===== src/rtl/data_mem_interface.sv =====
// Load/store unit between the core MEM stage and a word-wide req/ack data bus.
// Optional feature: define MISALIGN_TRAP_EN to trap misaligned half/word accesses.
module data_mem_interface #(
  parameter int ADDR_W      = 32,
  parameter int TIMEOUT_CYC = 255
) (
  input  logic              clk,
  input  logic              reset,
  input  logic              req_valid_i,
  input  logic              RAM_rw,
  input  logic [2:0]        RAM_DATA_control,
  input  logic [ADDR_W-1:0] RAM_Addr_o,
  input  logic [31:0]       RAM_DATA_o,
  output logic [31:0]       MEM_result_o,
  output logic              done_o,
  output logic              stall_o,
  output logic              err_o,
  output logic              mem_req_o,
  output logic              mem_we_o,
  output logic [3:0]        mem_be_o,
  output logic [ADDR_W-1:0] mem_addr_o,
  output logic [31:0]       mem_wdata_o,
  input  logic [31:0]       mem_rdata_i,
  input  logic              mem_ack_i
);

  typedef enum logic [1:0] {IDLE = 2'd0, BUS = 2'd1, RESP = 2'd2} state_t;

  // Counter only needs to reach TIMEOUT_CYC-1: expiry is detected on the last waiting cycle.
  localparam int CNT_W = (TIMEOUT_CYC > 1) ? $clog2(TIMEOUT_CYC) : 1;
  localparam logic [CNT_W-1:0] CNT_LAST = CNT_W'((TIMEOUT_CYC > 0) ? TIMEOUT_CYC - 1 : 0);

  state_t             state_reg, state_next;
  logic [ADDR_W-1:0]  addr_reg;
  logic               we_reg;
  logic [2:0]         f3_reg;
  logic [31:0]        wdata_reg;
  logic [CNT_W-1:0]   cnt_reg;
  logic               err_reg;
  logic [31:0]        result_reg;

  logic               misalign;
  logic               timeout_hit;
  logic [3:0]         lane_be;
  logic [31:0]        lane_wdata;
  logic [7:0]         byte_sel;
  logic [15:0]        half_sel;
  logic [31:0]        load_val;

`ifdef MISALIGN_TRAP_EN
  assign misalign = ((RAM_DATA_control[1:0] == 2'b01) && RAM_Addr_o[0]) ||
                    (RAM_DATA_control[1] && (RAM_Addr_o[1:0] != 2'b00));
`else
  assign misalign = 1'b0;
`endif

  assign timeout_hit = (TIMEOUT_CYC != 0) && (cnt_reg == CNT_LAST);

  // Lane steering; ignoring a[0] for halves and a[1:0] for words forces alignment.
  generate
    for (genvar gi = 0; gi < 4; gi++) begin : g_lane
      assign lane_be[gi] = (f3_reg[1:0] == 2'b00) ? (addr_reg[1:0] == 2'(gi)) :
                           (f3_reg[1:0] == 2'b01) ? (addr_reg[1] == 1'(gi / 2)) : 1'b1;
      assign lane_wdata[8*gi +: 8] = (f3_reg[1:0] == 2'b00) ? wdata_reg[7:0] :
                                     (f3_reg[1:0] == 2'b01) ? wdata_reg[8*(gi % 2) +: 8] :
                                                              wdata_reg[8*gi +: 8];
    end
  endgenerate

  always_comb begin
    byte_sel = mem_rdata_i[{addr_reg[1:0], 3'b000} +: 8];
    half_sel = mem_rdata_i[{addr_reg[1], 4'b0000} +: 16];
    case (f3_reg)
      3'b000:  load_val = {{24{byte_sel[7]}}, byte_sel};
      3'b001:  load_val = {{16{half_sel[15]}}, half_sel};
      3'b100:  load_val = {24'd0, byte_sel};
      3'b101:  load_val = {16'd0, half_sel};
      default: load_val = mem_rdata_i;
    endcase
  end

  always_ff @(posedge clk or negedge reset) begin
    if (!reset) state_reg <= IDLE;
    else        state_reg <= state_next;
  end

  always_comb begin
    state_next = state_reg;
    case (state_reg)
      IDLE:    if (req_valid_i) state_next = misalign ? RESP : BUS;
      BUS:     if (mem_ack_i || timeout_hit) state_next = RESP;
      RESP:    state_next = IDLE;
      default: state_next = IDLE;
    endcase
  end

  always_ff @(posedge clk or negedge reset) begin
    if (!reset) begin
      addr_reg   <= '0;
      we_reg     <= 1'b0;
      f3_reg     <= 3'b000;
      wdata_reg  <= '0;
      cnt_reg    <= '0;
      err_reg    <= 1'b0;
      result_reg <= '0;
    end else begin
      case (state_reg)
        IDLE: if (req_valid_i) begin
          addr_reg  <= RAM_Addr_o;
          we_reg    <= RAM_rw;
          f3_reg    <= RAM_DATA_control;
          wdata_reg <= RAM_DATA_o;
          cnt_reg   <= '0;
          err_reg   <= misalign;
          if (misalign) result_reg <= '0;
        end
        BUS: begin
          // Ack takes priority over a timeout expiring in the same cycle.
          if (mem_ack_i) begin
            result_reg <= load_val;
            err_reg    <= 1'b0;
          end else if (timeout_hit) begin
            result_reg <= '0;
            err_reg    <= 1'b1;
          end else begin
            cnt_reg <= cnt_reg + CNT_W'(1);
          end
        end
        default: ;
      endcase
    end
  end

  always_comb begin
    mem_req_o   = 1'b0;
    mem_we_o    = 1'b0;
    mem_be_o    = 4'b0000;
    mem_addr_o  = '0;
    mem_wdata_o = '0;
    stall_o     = 1'b0;
    done_o      = 1'b0;
    err_o       = 1'b0;
    case (state_reg)
      IDLE: stall_o = req_valid_i;
      BUS: begin
        mem_req_o   = 1'b1;
        mem_we_o    = we_reg;
        mem_be_o    = lane_be;
        mem_addr_o  = {addr_reg[ADDR_W-1:2], 2'b00};
        mem_wdata_o = lane_wdata;
        stall_o     = 1'b1;
      end
      RESP: begin
        done_o = 1'b1;
        err_o  = err_reg;
      end
      default: ;
    endcase
  end

  assign MEM_result_o = result_reg;

endmodule

===== config.mk =====
export PLATFORM = sky130hd
export DESIGN_NAME = data_mem_interface
export DESIGN_NICKNAME = d
export VERILOG_FILES = /design/src/rtl/data_mem_interface.sv
export SDC_FILE = /design/constraint.sdc
export NUM_CORES = 1
export LEC_CHECK = 0
export CAP_MARGIN = 10
export CORE_MARGIN = 2
export CORE_UTILIZATION = 24
export CTS_BUF_LIST = sky130_fd_sc_hd__clkbuf_2
export CTS_CLUSTER_DIAMETER = 50
export CTS_CLUSTER_SIZE = 12
export DETAILED_ROUTE_END_ITERATION = 10
export SLEW_MARGIN = 5
export SYNTH_ARGS = -nofsm -noshare
export SYNTH_HDL_FRONTEND = slang
export SYNTH_SLANG_ARGS = --single-unit

===== constraint.sdc =====
create_clock -name clk -period 1.79 [get_ports clk]
set_input_delay 0.358 -clock clk [delete_from_list [all_inputs] [get_ports clk]]
set_output_delay 0.358 -clock clk [all_outputs]
set_load 0.005 [all_outputs]

# == Word-level counts from Yosys, hierarchy flattened ==
# Cells that the tools add are included.
# word_totals
out_inout_bits,105
input_bits,104
wordCells,72
ff_bits,111
# op_classes
n_shift,2
n_mux,33
bitwise_logic,1
eq_ne,15
reduce_logical,12
n_addsub,1
# op_table
op,count
2-to-1 mux 32 bit,4
one-hot mux 32 bit (4 select lines),1
2-to-1 mux 8 bit,8
indexed part select 32 x 6 -> 16 bit,1
indexed part select 32 x 6 -> 8 bit,1
one-hot mux 8 bit (2 select lines),1
2-to-1 mux 1 bit,13
adder 8 x 1 -> 8 bit (second input constant),1
equality test 8 bit (second input constant),1
inequality test 2 bit (second input constant),4
equality test 2 x 1 -> 1 bit (second input constant),3
equality test 2 bit (second input constant),3
equality test 3 bit (second input constant),2
zero test 2 bit,3
AND reduction 2 bit,3
2-to-1 mux 2 bit,2
2-to-1 mux 4 bit,1
one-hot mux 1 bit (2 select lines),2
one-hot mux 2 bit (2 select lines),1
AND reduction 4 bit,1
nonzero test 2 bit,2
equality test 3 x 1 -> 1 bit (second input constant),1
zero test 3 bit,1
inequality test 3 bit (second input constant),1
3 further kinds,3

# == Longest topological paths before layout ==
# depth
ltp_word,4
ltp_mapped,8
ltp_nobuf,6

# == Least setup slack after synthesis ==
# No wires, ideal clock.
# synth_timing
kind,reg-to-reg
from,reg cnt_reg[0]
to,reg cnt_reg[6]
required_ns,1.713
arrival_time_ns,1.673
path_slack_ns,0.040
setup_ns,0.077
synth_period_minus_slack_ns,1.750
stages_incl_launch_ff,8
path_cell_list,dfrtp_1 inv_1 ha_1 and2_1 and4_4 buf_6 or4_1 a21oi_1
# synth_between
elab_chain_len,4
elab_cells_between_ends,7
classes_between,add/sub: 1; eq/ne: 2; mux: 3; reduce/logical: 1
# synth_rtl
item,line,rtl
"start, declared",38,logic [CNT_W-1:0] cnt_reg;
"start signal, assigned",126,cnt_reg <= cnt_reg + CNT_W'(1);
adder 8 x 1 -> 8 bit,126,
2-to-1 mux 8 bit,122,end else if (timeout_hit) begin
2-to-1 mux 8 bit,119,if (mem_ack_i) begin
one-hot mux 8 bit (2 select lines),107,case (state_reg)
# Parallel ways exist; a longest one is shown, timed or not. The select of a mux whose other input is x is not followed.
# A chain may end at the register's enable or synchronous reset.

# == Worst setup path in the final report ==
# layout_timing
from,reg f3_reg[0]
to,out mem_wdata_o[10]
# layout_between
elab_chain_len,3
# layout_rtl
item,line,rtl
"start, declared",36,logic [2:0] f3_reg;
"start signal, assigned",111,f3_reg <= RAM_DATA_control;
zero test 2 bit,64,assign lane_wdata[8*gi +: 8] = (f3_reg[1:0] == 2'b00) ? wdata_reg[7:0] :
2-to-1 mux 8 bit,64,
2-to-1 mux 32 bit,143,case (state_reg)
"end, declared",22,"output logic [31:0] mem_wdata_o,"
# No other way between the ends.

==> flow_summary_export.csv <==
group,metric,value,unit
run_status,status,"complete, but fails checks",
run_status,violations,"setup timing",
synth,synth.yosys.warnings,0,
synth,synth-seq-area-share,49.52,%
critical_path,path_class,"reg -> out",
flow_run,max_cap_violations,0,
sta,rsz0062_at_grt,"true",
routing,detail_route.wl_per_cell,17.28,um
synth,netlist_area,5609,um2
placement,place_congestion,0.7941,
min_path,hp-class,"in -> reg",
placement,port_buffers,206,
cts,cts_tree,"built",
power_and_ir_drop,leakage,4.971,nW
layout,fin_cells,1308,
routing,first_pass_iters,4,
global_route,first_global_vias,5922,
die,die_w,156.9,um
routing,detail-route-antenna-nets,0,
placement,dpl.hpwl,13.97,mm
routing,viasPerCell,4.576,
critical_path,crit_path_end_kind,"output pin",
critical_path,reg2reg_slack,-0.14,ns
global_route,grt_util_all_layers,17.29,%
synth,synth.distinct_cells,50,
critical_path,reg2reg_from,"state_reg[0]",
sta,clock.fmax,429.1,MHz
global_route,antenna_found_initial,2,
synth,ys_async_sr_fraction,100.0,%
power_and_ir_drop,irDropWorstVdd,0.0005325,V
synth,synthFlopType,"dfrtp_1",
cts,htree_levels,3,
layout,finalNetCount,1094,
routing,drc,0,
critical_path,cp.arrival,1.97,ns
power_and_ir_drop,p_per_area,1341,nW/um2
cts,cts-root-buf,"clkbuf_2",
global_route,grt_max_degree,64,
global_route,grt_pass1_wl,32.90,mm
critical_path,reg2reg_to,"cnt_reg[3]",
die,fp.dieArea,24610,um2
critical_path,rr_worst_depth,9,
critical_path,crit_required,1.43,ns
layout,area_growth,87.35,%
sta,setup_violations,124,
sta,final.min_clock_period,2.330,ns
sta,fin_ws,-0.5403,ns
synth,synth_edf_count,0,
die,die_h,156.9,um
sta,drv_slew,0,
layout,final_common_cell,"nand2_1",
critical_path,critPathMaxFanout,4,
min_path,hold_path_depth,3,
placement,place_inst,1181,
cts,clock_sinks,111,
layout,finish.instance_area,10510,um2
cts,clkTransAtPathRegs,0.34,ns
sta,post-route-period-util,130.2,%
die,ioPinCount,209,
layout,drive_gt1_share,46.12,%
die,initial_core_util,24.63,%
placement,preCtsSetupSlack,-0.4166,ns
die,core-area,22780,um2
routing,drtIter0Drc,293,
critical_path,crit_path_end,"mem_wdata_o[10]",
synth,avgSynthCellArea,8.696,um2
routing,drt_wl_total,22.60,mm
sta,finalHoldViolCount,0,
critical_path,critPathLaunchType,"flop",
cts,clk_latency,0.65,ns
critical_path,critPathLaunch,"f3_reg[0]",
sta,fin_skew,0.02585,ns
cts,clockBufferDepth,2,
synth,synthCells,645,
layout,final_cell_mix,"nand2_1 (187), dfrtp_1 (108), clkdlybuf4s50_1 (102)",
routing,vias,5985,
placement,placed_area,8396,um2
synth,ys_ff_latch,111,
global_route,grt_overflow,0,
cts,cts_made_buffers,9,
die,rows,55,
==> Yosys cell counts (3+ instances only) <==
master	number	area share [%]
clkbuf_1	24	1.6
buf_6	3	0.60
a21oi_1	25	2.2
inv_1	7	0.47
nor2_1	37	2.5
nand2_1	234	16
and2_1	43	4.8
o221ai_1	6	0.94
a32o_1	7	1.2
o31ai_1	4	0.54
a221o_1	16	2.9
buf_1	3	0.20
nand3_1	9	0.80
nand4_1	3	0.33
a211oi_1	7	0.94
or4_1	4	0.54
or2_2	3	0.33
and3_1	6	0.67
nor2b_1	5	0.56
o21ai_0	9	0.80
o2bb2ai_1	15	2.3
mux2i_1	18	3.2
buf_4	4	0.54
dfrtp_1	111	50
buf_2	12	1.1
==> through the flow <==
stage                     util [%]  hold WS [ns]  power, mW  setup TNS, ns
after floorplan                  -       0.06241      6.548              0
after global placement       36.86        0.1813      9.690         -13.23
after detailed placement     36.86        0.1796      9.735         -13.28
after CTS                    42.98       0.08500      13.12         -34.63
after global routing         46.14       0.05867      15.04         -50.41
final                        46.14        0.1723      14.10         -30.63
==> what timing repair did <==
action,4_1_cts,5_1_grt
gates cloned,10,9
endpoints found under the setup margin,126,204
pin swaps,82,55
hold endpoints to repair,111,0
gates resized for setup,541,187
buffers inserted,71,32
hold buffers,2,0
==> worst max-delay path, cell delays in order (launching register included) <==
cell     delay, ns
dfrtp_2       0.52
buf_6         0.14
or2_4         0.27
buf_8         0.15
nand2_2       0.06
a21oi_2       0.05
buf_2         0.14
==> cell families (layout without fill, tap and decap cells) <==
group / count (synthesis) / count (layout) / synth area share, %
multiplexers: 20 / 20 / 3.814
AO/OA/AOI/OAI: 99 / 99 / 13.50
flip-flops: 111 / 111 / 49.52
buffers and inverters: 54 / 400 / 4.551
other: 1 / 4 / 0.06686
AND/OR/NAND/NOR: 358 / 359 / 28.11
adder cells (fa/ha/maj): 2 / 2 / 0.4461
==> area by class of cell <==
type	count	area (um2)
Multi-Input combinational cell	482	3329
Clock buffer	9	45.04
Timing Repair Buffer	376	3840
Fill cell	2169	12270
Tap cell	313	391.6
Sequential cell	111	2781
Antenna cell	2	5.005
Clock inverter	7	78.83
Inverter	8	37.54
==> metal layers <==
layer	part of all wire (%)	track usage [%]	wire [um]
met5	0	0	0
met4	1.2	4.150	277
met3	5.9	5.151	1328
met2	50	29.11	11240
met1	43	21.72	9753
==> how the worst min path moves through the flow <==
stage,startpoint,end,slack [ns]
floorplan,reset,MEM_result_o[0],0.06
global placement,reset,MEM_result_o[16],0.18
detailed placement,reset,MEM_result_o[17],0.18
CTS,RAM_Addr_o[7],addr_reg[7],0.09
global route,RAM_Addr_o[10],addr_reg[10],0.06
finish,RAM_Addr_o[7],addr_reg[7],0.17
==> where the power goes <==
part | switching, mW | leakage, nW | total (mW) | internal, mW
logic | 3.65 | 3.51 | 8.60 | 4.95
clock network | 0.958 | 0.0725 | 1.30 | 0.344
registers | 0.742 | 1.39 | 4.20 | 3.45
(Power assumes the default switching activity.)
